==> src/rtl/cache_control_nway_pkg.sv <==
// Shared types and tree pseudo-LRU helpers for the N-way cache controller.
package cache_types;

  typedef enum logic [1:0] {
    S_IDLE,
    S_LOOKUP,
    S_WRITEBACK,
    S_FILL
  } state_e;

  localparam int DEF_WAYS = 4;
  localparam int DEF_SETS = 8;
  localparam int MAX_LVL  = 6;
  localparam int PLRU_W   = 63;

  // Heap layout: node n has children 2n+1 (lower) and 2n+2 (upper).
  function automatic int plru_victim(
    input logic [PLRU_W-1:0] bits,
    input int                levels
  );
    int n;
    int v;
    int d;
    n = 0;
    v = 0;
    for (int l = 0; l < MAX_LVL; l++) begin
      if (l < levels) begin
        d = bits[n[5:0]] ? 1 : 0;
        v = (v << 1) | d;
        n = 2 * n + 1 + d;
      end
    end
    return v;
  endfunction

  // Returns {node on way's path, new node value} for one tree node.
  function automatic logic [1:0] plru_touch(
    input int node,
    input int levels,
    input int way
  );
    int n;
    int d;
    logic [1:0] r;
    n = 0;
    r = 2'b00;
    for (int l = 0; l < MAX_LVL; l++) begin
      if (l < levels) begin
        d = (way >> (levels - 1 - l)) & 1;
        if (n == node) r = {1'b1, (d == 0)};
        n = 2 * n + 1 + d;
      end
    end
    return r;
  endfunction

endpackage

==> src/rtl/cache_control_nway_plru.sv <==
// Per-set binary-tree pseudo-LRU state with a combinational victim
// for the currently indexed set.
module plru_tree
  import cache_types::*;
#(
  parameter int  NUM_WAYS = DEF_WAYS,
  parameter int  NUM_SETS = DEF_SETS,
  localparam int WAY_W    = $clog2(NUM_WAYS),
  localparam int SET_W    = $clog2(NUM_SETS)
) (
  input  logic             clk,
  input  logic             rst,
  input  logic [SET_W-1:0] set_idx,
  input  logic             touch,
  input  logic [WAY_W-1:0] touch_way,
  output logic [WAY_W-1:0] victim_way
);

  logic [NUM_WAYS-2:0] plru_q [NUM_SETS];
  logic [NUM_WAYS-2:0] plru_d;
  logic [PLRU_W-1:0]   cur;
  logic [1:0]          pt;

  always_comb begin
    cur = '0;
    cur[NUM_WAYS-2:0] = plru_q[set_idx];
  end

  assign victim_way = WAY_W'(plru_victim(cur, WAY_W));

  always_comb begin
    plru_d = plru_q[set_idx];
    pt     = 2'b00;
    for (int k = 0; k < NUM_WAYS - 1; k++) begin
      pt = plru_touch(k, WAY_W, int'(touch_way));
      if (pt[1]) plru_d[k] = pt[0];
    end
  end

  always_ff @(posedge clk or posedge rst) begin
    if (rst) begin
      for (int s = 0; s < NUM_SETS; s++) plru_q[s] <= '0;
    end else if (touch) begin
      plru_q[set_idx] <= plru_d;
    end
  end

endmodule

==> src/rtl/cache_control_nway.sv <==
// Control FSM for an N-way set-associative write-back, write-allocate
// cache: single-cycle hits, invalid-first then tree-PLRU replacement.
module cache_control_nway
  import cache_types::*;
#(
  parameter int  NUM_WAYS = DEF_WAYS,
  parameter int  NUM_SETS = DEF_SETS,
  localparam int WAY_W    = $clog2(NUM_WAYS),
  localparam int SET_W    = $clog2(NUM_SETS)
) (
  input  logic                clk,
  input  logic                rst,
  input  logic [SET_W-1:0]    set_idx,
  input  logic [NUM_WAYS-1:0] way_hit,
  input  logic [NUM_WAYS-1:0] way_valid,
  input  logic [NUM_WAYS-1:0] way_dirty,
  input  logic                upstream_read,
  input  logic                upstream_write,
  output logic                upstream_resp,
  output logic                downstream_read,
  output logic                downstream_write,
  input  logic                downstream_resp,
  output logic                downstream_address_sel,
  output logic [WAY_W-1:0]    way_sel,
  output logic [NUM_WAYS-1:0] line_load_en,
  output logic [NUM_WAYS-1:0] word_write_en,
  output logic [NUM_WAYS-1:0] dirty_load_en,
  output logic                new_dirty
);

  state_e           state_q, state_d;
  logic [WAY_W-1:0] victim_q, victim_d;
  logic [WAY_W-1:0] hit_way, inv_way, plru_way, miss_way;
  logic             any_hit, any_inv, req, touch;

  // Descending scans so the lowest matching index wins.
  always_comb begin
    hit_way = '0;
    inv_way = '0;
    for (int w = NUM_WAYS - 1; w >= 0; w--) begin
      if (way_hit[w])    hit_way = WAY_W'(w);
      if (!way_valid[w]) inv_way = WAY_W'(w);
    end
  end

  assign any_hit  = |way_hit;
  assign any_inv  = ~&way_valid;
  assign miss_way = any_inv ? inv_way : plru_way;
  assign req      = upstream_read | upstream_write;

  plru_tree #(
    .NUM_WAYS(NUM_WAYS),
    .NUM_SETS(NUM_SETS)
  ) u_plru (
    .clk       (clk),
    .rst       (rst),
    .set_idx   (set_idx),
    .touch     (touch),
    .touch_way (hit_way),
    .victim_way(plru_way)
  );

  always_comb begin
    state_d                = state_q;
    victim_d               = victim_q;
    touch                  = 1'b0;
    upstream_resp          = 1'b0;
    downstream_read        = 1'b0;
    downstream_write       = 1'b0;
    downstream_address_sel = 1'b0;
    way_sel                = '0;
    line_load_en           = '0;
    word_write_en          = '0;
    dirty_load_en          = '0;
    new_dirty              = 1'b0;
    unique case (state_q)
      S_IDLE: begin
        if (req) state_d = S_LOOKUP;
      end
      S_LOOKUP: begin
        if (!req) begin
          state_d = S_IDLE;
        end else if (any_hit) begin
          upstream_resp = 1'b1;
          way_sel       = hit_way;
          touch         = 1'b1;
          if (upstream_write) begin
            word_write_en = NUM_WAYS'(1) << hit_way;
            dirty_load_en = NUM_WAYS'(1) << hit_way;
            new_dirty     = 1'b1;
          end
          state_d = S_IDLE;
        end else begin
          victim_d = miss_way;
          if (way_valid[miss_way] && way_dirty[miss_way])
            state_d = S_WRITEBACK;
          else
            state_d = S_FILL;
        end
      end
      S_WRITEBACK: begin
        downstream_write       = 1'b1;
        downstream_address_sel = 1'b1;
        way_sel                = victim_q;
        if (downstream_resp) state_d = S_FILL;
      end
      S_FILL: begin
        downstream_read = 1'b1;
        way_sel         = victim_q;
        if (downstream_resp) begin
          line_load_en  = NUM_WAYS'(1) << victim_q;
          dirty_load_en = NUM_WAYS'(1) << victim_q;
          state_d       = S_LOOKUP;
        end
      end
      default: state_d = S_IDLE;
    endcase
  end

  always_ff @(posedge clk or posedge rst) begin
    if (rst) begin
      state_q  <= S_IDLE;
      victim_q <= '0;
    end else begin
      state_q  <= state_d;
      victim_q <= victim_d;
    end
  end

endmodule

==> config.mk <==
export PLATFORM = sky130hd
export DESIGN_NAME = cache_control_nway
export DESIGN_NICKNAME = d
export VERILOG_FILES = /design/src/rtl/cache_control_nway_pkg.sv /design/src/rtl/cache_control_nway_plru.sv /design/src/rtl/cache_control_nway.sv
export SDC_FILE = /design/constraint.sdc
export NUM_CORES = 1
export LEC_CHECK = 0
export ABC_AREA = 1
export CORE_MARGIN = 8
export CORE_UTILIZATION = 63
export CTS_CLUSTER_SIZE = 25
export DETAILED_ROUTE_END_ITERATION = 12
export DONT_BUFFER_PORTS = 1
export PLACE_DENSITY = 0.79
export SLEW_MARGIN = 10
export SYNTH_ARGS = -nofsm -noshare
export SYNTH_HDL_FRONTEND = slang
export SYNTH_SLANG_ARGS = --single-unit
==> constraint.sdc <==
create_clock -name clk -period 1.95 [get_ports clk]
set_input_delay 0.39 -clock clk [delete_from_list [all_inputs] [get_ports clk]]
set_output_delay 0.39 -clock clk [all_outputs]
set_load 0.005 [all_outputs]
==> impl_metrics.ini, run 1 <==
[layout]
multi_input_area_sq_um = 931
area_growth_pct = 7.61
register_area_sq_um = 702
nFillCells = 242
finalNonFillerCells = 305
diodes = 0
nNetsFinal = 299
final_core_util_pct = 70.6
layout-drive-gt1-share_pct = 13.5

[drt]
drt-vias-per-instance = 5.45
routedWlPerCell_um = 13.4
drc_errors = 0
wirelength_um = 4090
num_vias = 1661
met3WireLength_um = 266
ant_nets = 0
highest_layer = met4
route.layer.met1.wl_um = 1810
wl_met2_um = 1950
drt_pre_antenna_iters = 5
dr.first_iter.drc_count = 82

[cts]
clkSlewWorstSetupHoldPaths_ns = 0.15
cts_buffers = 3
clock_latency_ns = 0.33
cts_max_level = 1
cts_buffer_depth = 2
cts_tree = built
cts_sinks = 28
cts_root_buffer = clkbuf_4

[timing]
holdWs_ns = 0.317
slew_violations = 0
maxSlewHeadroom_pct = 71.5
setup_tns_ns = 0
fmax_mhz = 530
fin_worst_skew_ns = 0.00810
hold_violations = 0
min_period_over_period_pct = 96.8
fin_crit_ns = 1.89
timing_worst_slew_pin_value_ns = 0.426
finalSetupViolations = 0

[logic_synthesis]
synth_seq_cells = 28
yosysWarnings = 0
synth.distinct_cells = 21
syn_avg_cell_area_sq_um = 6.67
syn_nets = 293
netlist_instances = 269
synth_area_sq_um = 1790
ys_seq_area_share_pct = 39.1

[critical_path]
cp-startpoint = state_q[1]
crit_buf_inv = 2
path_max_fanout = 3
path_class = reg2out
r2r_end = u_plru.plru_q[1]
rrSetupSlack_ns = 0.26
slowest_delay_ns = 0.42
slowest_stage = dfrtp_1
crit_family = flip-flops
critPathRequiredTime_ns = 1.56
rr_startpoint = state_q[1]
cp_cell_sequence = inv_1 > ha_1 > nand2_1 > inv_1 > nand2_1 > a21oi_1
rr_worst_depth = 9
worstPathArrival_ns = 1.50
setup.worst_path.end_class = primary output
start_kind = flop

[placed_design]
io_buffers = 0
place_hpwl_um = 3120
place_inst = 299
gp_congestion = 0.915

[global_route]
grt_antenna_before_repair = 0
grt_max_degree = 29
grt_overflow = 0
grt_pass1_vias = 1550
grt_first_pass_wirelength_um = 6910
grt_use_total_pct = 16.6

[power_and_ir_drop]
p_total_mw = 2.20
ir_worst_vdd_mv = 0.815
leakage_nw = 1.03
p_per_area_nw_per_um2 = 1140

[floorplanning]
coreArea_sq_um = 2730
fp.dieW_um = 69.3
ios = 39
initial_core_util_pct = 65.6
die_h_um = 69.3
fp-row-count = 19
die-area_sq_um = 4810

[min_path]
hold_path.class = in2reg
min_from = downstream_resp
min_path_cells = 3
min_to = state_q[1]

[outcome]
outcome = finished, final reports clean

[flow_run]
drv_cap = 0
[per-stage QoR]
stage	area [sq um]	worst slack [ns]
6_report	1930	0.0626
5_1_grt	1930	-0.00848
4_1_cts	1890	0.00265
3_3_place_gp	1820	0.322
3_5_place_dp	1820	0.311
2_1_floorplan	1790	0.379
[state kept, by name, indices dropped and copies added (netlist names)]
register / flops
u_plru.plru_q: 24
state_q: 2
victim_q: 2
[worst max-delay path by stage]
stage | end | cells past startpoint
5_1_grt | way_sel[0] | 5
2_1_floorplan | state_q[0] | 13
3_5_place_dp | state_q[0] | 13
4_1_cts | way_sel[0] | 6
6_report | way_sel[1] | 6
3_3_place_gp | state_q[0] | 12
[logic make-up (layout without fill, tap and decap cells)]
group	after synthesis	after routing	share of synthesized area (%)
compound gates	39	39	11.7
simple gates	149	149	35.4
fa+ha+maj	4	4	2.79
buf+inv	49	54	11.1
flops	28	28	39.1
[layer usage]
metal	global-route usage, %	vias up
li1	-	837
met1	20.0	766
met2	28.6	51
met3	3.43	7
met4	4.78	0
met5	0	-
[worst register-to-register path, cell delays in order (launching register included)]
cell	delay (ns)
dfrtp_1	0.42
inv_1	0.10
ha_1	0.19
nand2_1	0.07
inv_1	0.09
nand2_1	0.09
nor2_1	0.26
nand2_1	0.19
nand2_1	0.09
o21ai_0	0.07
[final cells by class]
type                    count  share of cell area, %
clock buffers               3                   1.17
flip-flops and latches     28                   36.4
clock inverters             1                   1.56
well taps                  31                   2.01
repair buffers              4                   1.69
multi-input cells         192                   48.2
inverters                  46                   8.95
[cells in the mapped netlist]
| library cell | n | share of area (%) |
|---|---|---|
| nor2_1 | 27 | 5.7 |
| nand3b_1 | 1 | 0.42 |
| buf_6 | 1 | 0.63 |
| inv_2 | 6 | 1.3 |
| a21oi_2 | 1 | 0.49 |
| inv_1 | 40 | 8.4 |
| o21ai_0 | 26 | 7.3 |
| dfrtp_1 | 28 | 39 |
| o211ai_1 | 1 | 0.42 |
| nand3_1 | 14 | 3.9 |
| buf_4 | 2 | 0.84 |
| nand2_2 | 9 | 3.1 |
| o22ai_1 | 6 | 2.1 |
| ha_1 | 4 | 2.8 |
| nand4_1 | 1 | 0.35 |
| a21oi_1 | 5 | 1.4 |
| nor3_1 | 1 | 0.28 |
| nand3_2 | 2 | 1.1 |
| nor2_2 | 3 | 1.0 |
| nor2_4 | 1 | 0.63 |
| nand2_1 | 90 | 19 |
[report_power, final]
part | switching [mW] | internal [mW] | leakage, nW
registers | 0.176 | 0.854 | 0.347
clock network | 0.174 | 0.208 | 0.0279
logic | 0.496 | 0.293 | 0.653
[cells in the final DEF, fill, tap and decap left out, types with 2 or more instances in the layout]
cell type,n
a21oi_1,4
a21oi_2,2
buf_4,3
clkbuf_4,3
dfrtp_1,27
ha_1,3
inv_1,39
inv_2,7
nand2_1,89
nand2_2,10
nand3_1,14
nand3_2,2
nor2_1,27
nor2_2,3
o21ai_0,26
o22ai_1,3
o22ai_2,3
[repair_timing]
item                                   in CTS  in global routing
hold buffers                                1                  0
endpoints found under the hold margin      28                  0
setup buffers                               0                  1
setup endpoints to repair                   2                  6
resized for setup                           1                  8
Note: power is estimated with default switching activity, not from simulation.
==> run 2: changes to the inputs <==
--- a/config.mk
+++ b/config.mk
@@ -12,7 +12,7 @@
 export DETAILED_ROUTE_END_ITERATION = 12
 export DONT_BUFFER_PORTS = 1
 export PLACE_DENSITY = 0.79
-export SLEW_MARGIN = 10
+export SKIP_CTS_REPAIR_TIMING = 1
 export SYNTH_ARGS = -nofsm -noshare
 export SYNTH_HDL_FRONTEND = slang
 export SYNTH_SLANG_ARGS = --single-unit
==> run 2 against run 1 <==
Sequential cell count did not move. Critical path depth fell by 1. Design area did not move. Cell count did not move. Critical endpoint unchanged. Highest routed layer unchanged.
==> impl_metrics.ini, run 2 (synthesis gave the netlist of run 1 again) <==
[cts]
cts_sinks = 28
cts_root_buffer = clkbuf_4
cts_buffer_depth = 2
cts_buffers = 3
clock_latency_ns = 0.33
cts_max_level = 1
cts_tree = built
clkSlewWorstSetupHoldPaths_ns = 0.15

[timing]
hold_violations = 0
finalSetupViolations = 0
slew_violations = 0
timing_worst_slew_pin_value_ns = 0.427
maxSlewHeadroom_pct = 71.5
holdWs_ns = 0.324
fin_crit_ns = 1.88
fmax_mhz = 533
fin_worst_skew_ns = 0.00614
min_period_over_period_pct = 96.3

[drt]
num_vias = 1664
routedWlPerCell_um = 13.4
dr.first_iter.drc_count = 96
drt_pre_antenna_iters = 4
drc_errors = 0
drt-vias-per-instance = 5.46
wirelength_um = 4090
ant_nets = 0

[layout]
top_regs = u_plru.plru_q x24, state_q x2, victim_q x2
postLayoutCellArea_sq_um = 1930
mostFrequentLayoutCells = 89 x nand2_1, 39 x inv_1, 27 x nor2_1, 27 x dfrtp_1, 26 x o21ai_0
nFillCells = 242
largest_register_ffs = 24
area_growth_pct = 7.61
top_register = u_plru.plru_q
layout_commonest_cell = nand2_1
diodes = 0
finalNonFillerCells = 305
nNetsFinal = 299
layout-drive-gt1-share_pct = 13.5

[floorplanning]
coreArea_sq_um = 2730
ios = 39
fp.dieW_um = 69.3
fp-row-count = 19
die-area_sq_um = 4810
initial_core_util_pct = 65.6
die_h_um = 69.3

[global_route]
grt-busiest-layer = met2
met3_usage_pct = 3.43
grt_max_degree = 29
grt_antenna_before_repair = 0
grt_overflow = 0
grt_first_pass_wirelength_um = 6910
grtUsageMet2_pct = 28.6
grt_pass1_vias = 1543
grt_use_total_pct = 16.6
use_met1_pct = 20.0

[min_path]
min_from = downstream_resp
hold_path.class = in2reg
min_path_cells = 3
min_to = state_q[1]

[power_and_ir_drop]
leakage_nw = 1.03
p_per_area_nw_per_um2 = 1140
ir_worst_vdd_mv = 0.815
p_total_mw = 2.20

[placed_design]
io_buffers = 0
place_inst = 299
dpl-instance-area_sq_um = 1820
place_hpwl_um = 3120
gp_congestion = 0.915

[critical_path]
rr_startpoint = state_q[1]
rr_worst_depth = 9
critPathRequiredTime_ns = 1.56
setup.worst_path.end_class = primary output
start_kind = flop
path_max_fanout = 4
r2r_end = u_plru.plru_q[1]
rrSetupSlack_ns = 0.26
worstPathArrival_ns = 1.49
path_class = reg2out

[outcome]
outcome = finished, final reports clean

[flow_run]
drv_cap = 0
-- run 2: cell counts in the layout (fill, tap and decap cells not counted) --
No cell type changed its count.
-- run 2: power breakdown --
part	internal [mW]	total (mW)	switching [mW]
Sequential	0.855	1.03	0.177
Combinational	0.293	0.788	0.495
Clock	0.208	0.380	0.172
Total	1.36	2.20	0.844
-- run 2: critical path, cell delays in order, from the launching register on --
cell     delay (ns)
dfrtp_2        0.44
ha_1           0.27
nor2_1         0.09
inv_1          0.08
nand2_1        0.06
a21oi_1        0.22
-- run 2: through the flow --
stage	setup TNS, ns	utilization, %	setup slack, ns
2_1_floorplan	0	-	0.379
3_3_place_gp	0	66.6	0.322
3_5_place_dp	0	66.6	0.311
4_1_cts	-0.0983	68.5	-0.0525
5_1_grt	-0.0142	70.6	-0.00848
6_report	0	70.6	0.0724
-- run 2: how the worst max path moves through the flow --
stage | startpoint | end | slack [ns] | cells past startpoint
finish | state_q[0] | way_sel[1] | 0.07 | 5
global route | state_q[0] | way_sel[0] | -0.008 | 5
CTS | state_q[0] | way_sel[0] | -0.05 | 6
detailed placement | set_idx[0] | state_q[0] | 0.31 | 13
global placement | set_idx[1] | state_q[0] | 0.32 | 12
floorplan | set_idx[1] | state_q[0] | 0.38 | 13
-- run 2: per-layer routing --
layer,part of all wire [%],vias to the layer above
met4,1.0,0
met2,48,47
met5,0,-
met1,45,776
met3,6.3,5
li1,-,836
-- run 2: final cells by class --
class                      count  area [sq um]  area share (%)
tap                           31          38.8            2.01
clock buffer                   3          22.5            1.17
clock inverter                 1          30.0            1.56
multi-input combinational    192           931            48.2
timing repair buffer           4          32.5            1.69
inverter                      46           173            8.95
sequential                    28           702            36.4
==> run 3: changes to the inputs <==
--- a/config.mk
+++ b/config.mk
@@ -6,12 +6,14 @@
 export NUM_CORES = 1
 export LEC_CHECK = 0
 export ABC_AREA = 1
+export CELL_PAD_IN_SITES_DETAIL_PLACEMENT = 2
+export CELL_PAD_IN_SITES_GLOBAL_PLACEMENT = 2
 export CORE_MARGIN = 8
-export CORE_UTILIZATION = 63
+export CORE_UTILIZATION = 33
 export CTS_CLUSTER_SIZE = 25
 export DETAILED_ROUTE_END_ITERATION = 12
 export DONT_BUFFER_PORTS = 1
-export PLACE_DENSITY = 0.79
+export PLACE_DENSITY_LB_ADDON = 0.1
 export SKIP_CTS_REPAIR_TIMING = 1
 export SYNTH_ARGS = -nofsm -noshare
 export SYNTH_HDL_FRONTEND = slang
==> run 3 against run 2 <==
Clock skew shrank 0.0021 ns. Fmax rose by 2.5%. Wire length increased by 37%. Global-route usage decreased by 2.5 points. Hold slack worse by 0.27 ns. Register-to-register slack worse by 0.02 ns. Sequential share of layout area shrank 0.80 points. Utilization fell by 34 points. Critical path type unchanged. Largest cell class unchanged. Highest routed layer unchanged.
==> impl_metrics.ini, run 3 (synthesis gave the netlist of run 1 again) <==
[layout]
final_core_util_pct = 36.7
layout_commonest_cell = nand2_1
nFillCells = 668
nNetsFinal = 299
layout-drive-gt1-share_pct = 12.4
top_regs = u_plru.plru_q x24, state_q x2, victim_q x2
largest_register_ffs = 24
top_register = u_plru.plru_q
mostFrequentLayoutCells = 89 x nand2_1, 40 x inv_1, 28 x dfrtp_1
diodes = 0
area_growth_pct = 9.84

[floorplanning]
ios = 39
fp.dieW_um = 89.7
die-area_sq_um = 8050
initial_core_util_pct = 33.4
coreArea_sq_um = 5370
fp-row-count = 27
die_h_um = 89.7

[outcome]
outcome = finished, final reports clean

[timing]
maxSlewHeadroom_pct = 66.6
fmax_mhz = 546
rsz0062_at_grt = false
finalSetupViolations = 0
hold_violations = 0
slew_violations = 0
fin_crit_ns = 1.83
min_period_over_period_pct = 94.0
timing_worst_slew_pin_value_ns = 0.497
setup_tns_ns = 0
fin_worst_skew_ns = 0.00401
fin_ws_ns = 0.118

[power_and_ir_drop]
ir_worst_vdd_mv = 0.373
p_per_area_nw_per_um2 = 1190
leakage_nw = 1.04
p_total_mw = 2.34

[placed_design]
io_buffers = 0
pre_cts_slack_ns = 0.174
place_hpwl_um = 4520
gp_congestion = 0.784

[critical_path]
path_max_fanout = 4
crit_buf_inv = 1
crit_family = flip-flops
setup.worst_path.end_class = primary output
r2r_end = u_plru.plru_q[5]
worstPathArrival_ns = 1.44
cp-startpoint = state_q[0]
rr_worst_depth = 9
slowest_stage = dfrtp_1
cp_cell_sequence = ha_1 > nor2_1 > inv_1 > nand2_1 > a21oi_1
critPathRequiredTime_ns = 1.56
rrSetupSlack_ns = 0.24
start_kind = flop
rr_startpoint = state_q[1]
path_class = reg2out
slowest_delay_ns = 0.45

[drt]
wirelength_um = 5610
dr.first_iter.drc_count = 30
num_vias = 1661
routedWlPerCell_um = 16.2
drc_errors = 0
drt-vias-per-instance = 4.80
ant_nets = 0
drt_pre_antenna_iters = 4

[global_route]
grt_antenna_before_repair = 0
grt_max_degree = 29
grt_overflow = 0
grt_first_pass_wirelength_um = 9390
grt_pass1_vias = 1857
grt_use_total_pct = 14.1

[cts]
cts_max_level = 1
cts_buffers = 3
clock_latency_ns = 0.28
cts_sinks = 28
cts_tree = built
cts_root_buffer = clkbuf_8
cts_buffer_depth = 2
clkSlewWorstSetupHoldPaths_ns = 0.10

[flow_run]
drv_cap = 0

[min_path]
hold_path.class = in2async
run 3: through the flow:
stage               cell area [sq um]  instances  hold slack [ns]
floorplan                        1790        269            0.453
global placement                 1890        342            0.385
detailed placement               1890        342            0.386
CTS                              1960        346           0.0720
global route                     1970        346           0.0864
finish                           1970        346           0.0524
run 3: worst max-delay path by stage:
stage	endpoint	slack [ns]	cells after the start
after global routing	way_sel[0]	0.002	6
after detailed placement	u_plru.plru_q[5]	0.17	9
after global placement	state_q[0]	0.25	12
after floorplan	state_q[0]	0.38	13
after CTS	new_dirty	0.06	4
final	way_sel[0]	0.12	5
run 3: routing by layer:
layer | share of wire (%) | vias up | wire length [um] | global-route usage, %
li1 | - | 841 | - | -
met1 | 46 | 802 | 2580 | 16.7
met2 | 50 | 14 | 2820 | 25.7
met3 | 3.2 | 4 | 177 | 2.33
met4 | 0.68 | 0 | 38 | 2.96
met5 | 0 | - | 0 | 0
run 3: report_power, final:
group	internal, mW	switching [mW]
combinational	0.288	0.538
sequential	0.854	0.186
clock	0.275	0.197
total	1.42	0.922
run 3: cell type report:
| type | instances | area, sq um | area share (%) |
|---|---|---|---|
| multi-input combinational | 192 | 905 | 45.9 |
| sequential | 28 | 701 | 35.6 |
| inverter | 46 | 173 | 8.77 |
| tap | 72 | 90.1 | 4.57 |
| clock buffer | 3 | 41.3 | 2.10 |
| clock inverter | 1 | 30.0 | 1.52 |
| timing repair buffer | 4 | 30.0 | 1.52 |
==> variant 1 (settings of run 3) <==
Register the input `downstream_resp` before use. The logic sees it one clock later. The other inputs are not delayed to match.
--- a/src/rtl/cache_control_nway.sv
+++ b/src/rtl/cache_control_nway.sv
@@ -27,6 +27,12 @@
   output logic [NUM_WAYS-1:0] dirty_load_en,
   output logic                new_dirty
 );
+
+  logic downstream_resp_q;
+
+  always_ff @(posedge clk) begin
+    downstream_resp_q <= downstream_resp;
+  end
 
   state_e           state_q, state_d;
   logic [WAY_W-1:0] victim_q, victim_d;
@@ -102,12 +108,12 @@
         downstream_write       = 1'b1;
         downstream_address_sel = 1'b1;
         way_sel                = victim_q;
-        if (downstream_resp) state_d = S_FILL;
+        if (downstream_resp_q) state_d = S_FILL;
       end
       S_FILL: begin
         downstream_read = 1'b1;
         way_sel         = victim_q;
-        if (downstream_resp) begin
+        if (downstream_resp_q) begin
           line_load_en  = NUM_WAYS'(1) << victim_q;
           dirty_load_en = NUM_WAYS'(1) << victim_q;
           state_d       = S_LOOKUP;
Function: changed (Yosys sat finds a counterexample within 4 cycles, from zero or initial values and one cycle with rst high).
==> variant 1 against run 3 <==
  * Sequential cell count is 1 higher
  * Clock skew rose by 0.0046 ns
  * Worst setup slack worse by 0.062 ns
  * Final area rose by 6.9%
  * Area after synthesis grew 3.3%
  * Non-clock buffer count increased by 2
  * Synthesized cell count rose by 2.6%
  * Worst hold slack improved by 0.022 ns
  * Routed wire length increased by 4.3%
  * Power rose by 8.0%
  * Critical endpoint is now dirty_load_en[0]
  * Highest routed layer unchanged
==> variant 1: results (changes against run 3) <==
| Metric | Value |
|---|---|
| Pre-CTS setup slack | `0.1030 ns (-0.07066 ns)` |
| Sequential cell area share | `0.3422 (-0.01354)` |
| Main area contributors after synthesis | `dfrtp_1, nand2_1, inv_1` |
| CTS buffer count | `5 (+2)` |
| Reg-to-reg slack, setup | `0.12 ns (-0.12 ns)` |
| Inverters | `56 (+22%)` |
| #MultiIn Comb | `188 (-2.1%)` |
| Layout cells sized above 1 | `0.1463 (+0.02225)` |
| R2R cell count | `10 (+1)` |
| Detailed-placement wirelength estimate | `4565 um (+0.95%)` |
| Part of the cycle the worst path needs | `0.9713 (+0.03179)` |
| Placed cell count | `351 (+2.6%)` |
| Ys Warns | `0 (unchanged)` |
| Worst-path maximum fanout | `6 (+2)` |
| CTS H-tree depth | `2 (+1)` |
| Multi-input gate area | `919.6 um^2 (+1.7%)` |
| Final hold slack | `0.07448 ns (+0.02209 ns)` |
| Mean Syn Cell Area | `6.709 um^2 (+0.66%)` |
| First-pass GRT wire length | `9715 um (+3.5%)` |
| GRT Resource Usage Total | `0.1462 (+0.005233)` |
| DIE AREA | `8265 um^2 (+2.7%)` |
| Fillers | `676 (+1.2%)` |
| TritonRoute pass-1 iters | `3 (-1)` |
| Setup Skew | `0.008649 ns (+0.004636 ns)` |
| PortBufs | `0 (unchanged)` |
| FF-to-FF End | `u_plru.plru_q[15]` |
| Gpl congestion | `0.7662 (-2.3%)` |
| Async SR Flop Fraction | `0.9655 (-0.03448)` |
| Number of non-clock buffers | `6 (+2)` |
| Area growth from synthesis to final layout | `13.72%` |
| Final Non-Filler Cells | `359 (+3.8%)` |
| Worst-Margin Slew | `0.7443 ns (+0.2471 ns)` |
| CP peak stage delay | `0.40 ns (-0.05 ns)` |
| Crit-path leading delay family | `simple AND/OR/NAND/NOR gates` |
| Synth Net Count | `300 (+2.4%)` |
| Dpl cell area | `1961 um^2 (+3.9%)` |
| Commonest cells post-synth | `nand2_1, inv_1, nor2_1` |
| Vias per inst | `4.858 (+1.2%)` |
| Yosys cell types | `25 (+19%)` |
| #FFs+latches synth | `29 (+3.6%)` |
| Number of DRC markers in iteration 0 | `42 (+40%)` |
| VDD IR max | `0.5128 mV (+37%)` |
| CP Capture Point | `dirty_load_en[0]` |
| Clock-pin slew on the worst setup and hold paths | `0.07 ns (-0.03 ns)` |
| Run status | `finished, final reports clean` |
| Leak | `0.001053 uW (+1.7%)` |
| Vias in the first global route | `1883 (+1.4%)` |
| Arrival time worst endpoint | `1.50 ns (+0.06 ns)` |
| Clk cell area share | `0.05704 (+0.02083)` |
| WL final | `5857 um (+4.3%)` |
| Initial antenna violation count | `0 (unchanged)` |
| Non-clk buf share | `0.02139 (+0.006143)` |
| Sequential fraction of the synthesis area | `0.3892 (-0.001599)` |
-- variant 1: cell count changes in the layout (fill, tap and decap cells not counted), moves of 2 or more --
cell	delta
nand2_1	-12
nand3_1	+3
nand2_2	-3
nor3_2	+2
buf_4	+2
nor2_1	+3
o21ai_0	+3
clkbuf_8	+3
a21oi_1	-3
inv_2	-5
or2_2	+2
inv_1	+14
-- variant 1: report_power, final --
| group | switching (uW) | internal, uW |
|---|---|---|
| registers | 94.8 | 883 |
| clock network | 242 | 415 |
| logic | 607 | 285 |
-- variant 1: kinds of logic after synthesis --
logic type               share of synthesized area
flip-flops                                  0.3892
AND/OR/NAND/NOR                             0.3405
buffers and inverters                       0.1277
adder cells (fa/ha/maj)                    0.02703
AO/OA/AOI/OAI                               0.1155
-- variant 1: per-layer routing --
metal	vias up	global-route usage	share of wire
met5	-	0	0
met4	0	0.04093	0.010
met3	5	0.04406	0.043
met2	30	0.2369	0.49
met1	848	0.1832	0.45
li1	861	-	-
==> variant 2 (settings of run 3) <==
Made on the original files. The package constant `DEF_SETS` goes from 8 to 32.
--- a/src/rtl/cache_control_nway_pkg.sv
+++ b/src/rtl/cache_control_nway_pkg.sv
@@ -9,7 +9,7 @@
   } state_e;
 
   localparam int DEF_WAYS = 4;
-  localparam int DEF_SETS = 8;
+  localparam int DEF_SETS = 32;
   localparam int MAX_LVL  = 6;
   localparam int PLRU_W   = 63;
 
Interface: changed (resized set_idx); port bits go from 39 to 41. No check against the original RTL was run, so the function may have changed too.
==> variant 2 against run 3 <==
  * Fmax down 2.4%
  * Worst setup slack got worse by 0.045 ns
  * Worst hold slack gained 0.0055 ns
  * Combinational power rose to 3.0 times the old value
  * Sequential cell count up 72
  * Global-route usage is 5.2 points higher
  * Area after synthesis increased to 2.9 times the old value
  * Cell count grew to 2.9 times the old value
  * Largest power group unchanged
  * Highest routed layer unchanged
  * Power rose to 3.4 times the old value
  * Final area rose to 3.2 times the old value
  * Routed wire length rose to 3.4 times the old value
  * First-iteration DRC count rose to 8.0 times the old value
==> variant 2: results (changes against run 3) <==
| Metric | Value |
|---|---|
| Run status | `finished, final reports clean` |
| Detailed-placement wirelength estimate | `13230 um (+190%)` |
| Layout Nets | `802 (+170%)` |
| VDD IR max | `0.5089 mV (+36%)` |
| CP Capture Point | `way_sel[1]` |
| Gpl congestion | `0.8061 (+2.8%)` |
| Arrival time worst endpoint | `1.49 ns (+0.05 ns)` |
| GRT Resource Usage Total | `0.1933 (+0.05241)` |
| Root Buffer | `clkbuf_16` |
| Drt wl/cell | `19.12 um (+18%)` |
| Sequential fraction of the synthesis area | `0.4796 (+0.08883)` |
| DR vias | `4964 (+200%)` |
| Largest net degree at the start of global routing | `101 (+250%)` |
| Met2 WL | `9697 um (+240%)` |
| Placed cell count | `976 (+190%)` |
| Worst-path maximum fanout | `2 (-2)` |
| Synth Net Count | `767 (+160%)` |
| Final hold slack | `0.05789 ns (+0.005494 ns)` |
| Vias in the first global route | `5521 (+200%)` |
| Met3 GRT Util | `0.03730 (+0.01402)` |
| Fillers | `1852 (+180%)` |
| Layout cells sized above 1 | `0.1690 (+0.04493)` |
| Part of the cycle the worst path needs | `0.9625 (+0.02299)` |
| CTS H-tree depth | `3 (+2)` |
| Vias per inst | `4.979 (+3.7%)` |
| Reg-to-reg slack, setup | `0.11 ns (-0.13 ns)` |
| Main area contributors after synthesis | `dfrtp_1, nand2_1, nor2_1` |
| Yosys cell types | `23 (+9.5%)` |
| Worst-Margin Slew | `0.5578 ns (+0.06066 ns)` |
| Number of DRC markers in iteration 0 | `240 (+700%)` |
| Grt met1 use | `0.2405 (+0.07313)` |
| Adder-cell share of the synthesized area | `0.009592 (-0.01832)` |
| Setup Skew | `0.01187 ns (+0.007857 ns)` |
| RR Startpoint | `u_plru.plru_q[90]` |
[variant 2: report_power, final]
part / leakage (uW) / switching, uW / total (uW) / internal [uW]
Clock: 0.000152 / 850 / 2020 / 1170
Sequential: 0.00128 / 554 / 3480 / 2930
Combinational: 0.00171 / 1470 / 2450 / 978
[variant 2: layout make-up]
type / count / area [um^2] / share of cell area
clock buffer: 11 / 242.7 / 0.03820
timing repair buffer: 49 / 460.4 / 0.07247
multi-input combinational: 571 / 2619 / 0.4122
clock inverter: 5 / 83.83 / 0.01319
inverter: 45 / 175.2 / 0.02757
tap: 216 / 270.3 / 0.04254
sequential: 100 / 2502 / 0.3939
[variant 2: worst max-delay path, cell delays in order (launching register included)]
cell	delay, ns
dfrtp_1	0.39
inv_2	0.08
ha_4	0.13
nand2_2	0.06
inv_2	0.06
buf_4	0.10
nand2_1	0.07
a21oi_2	0.22
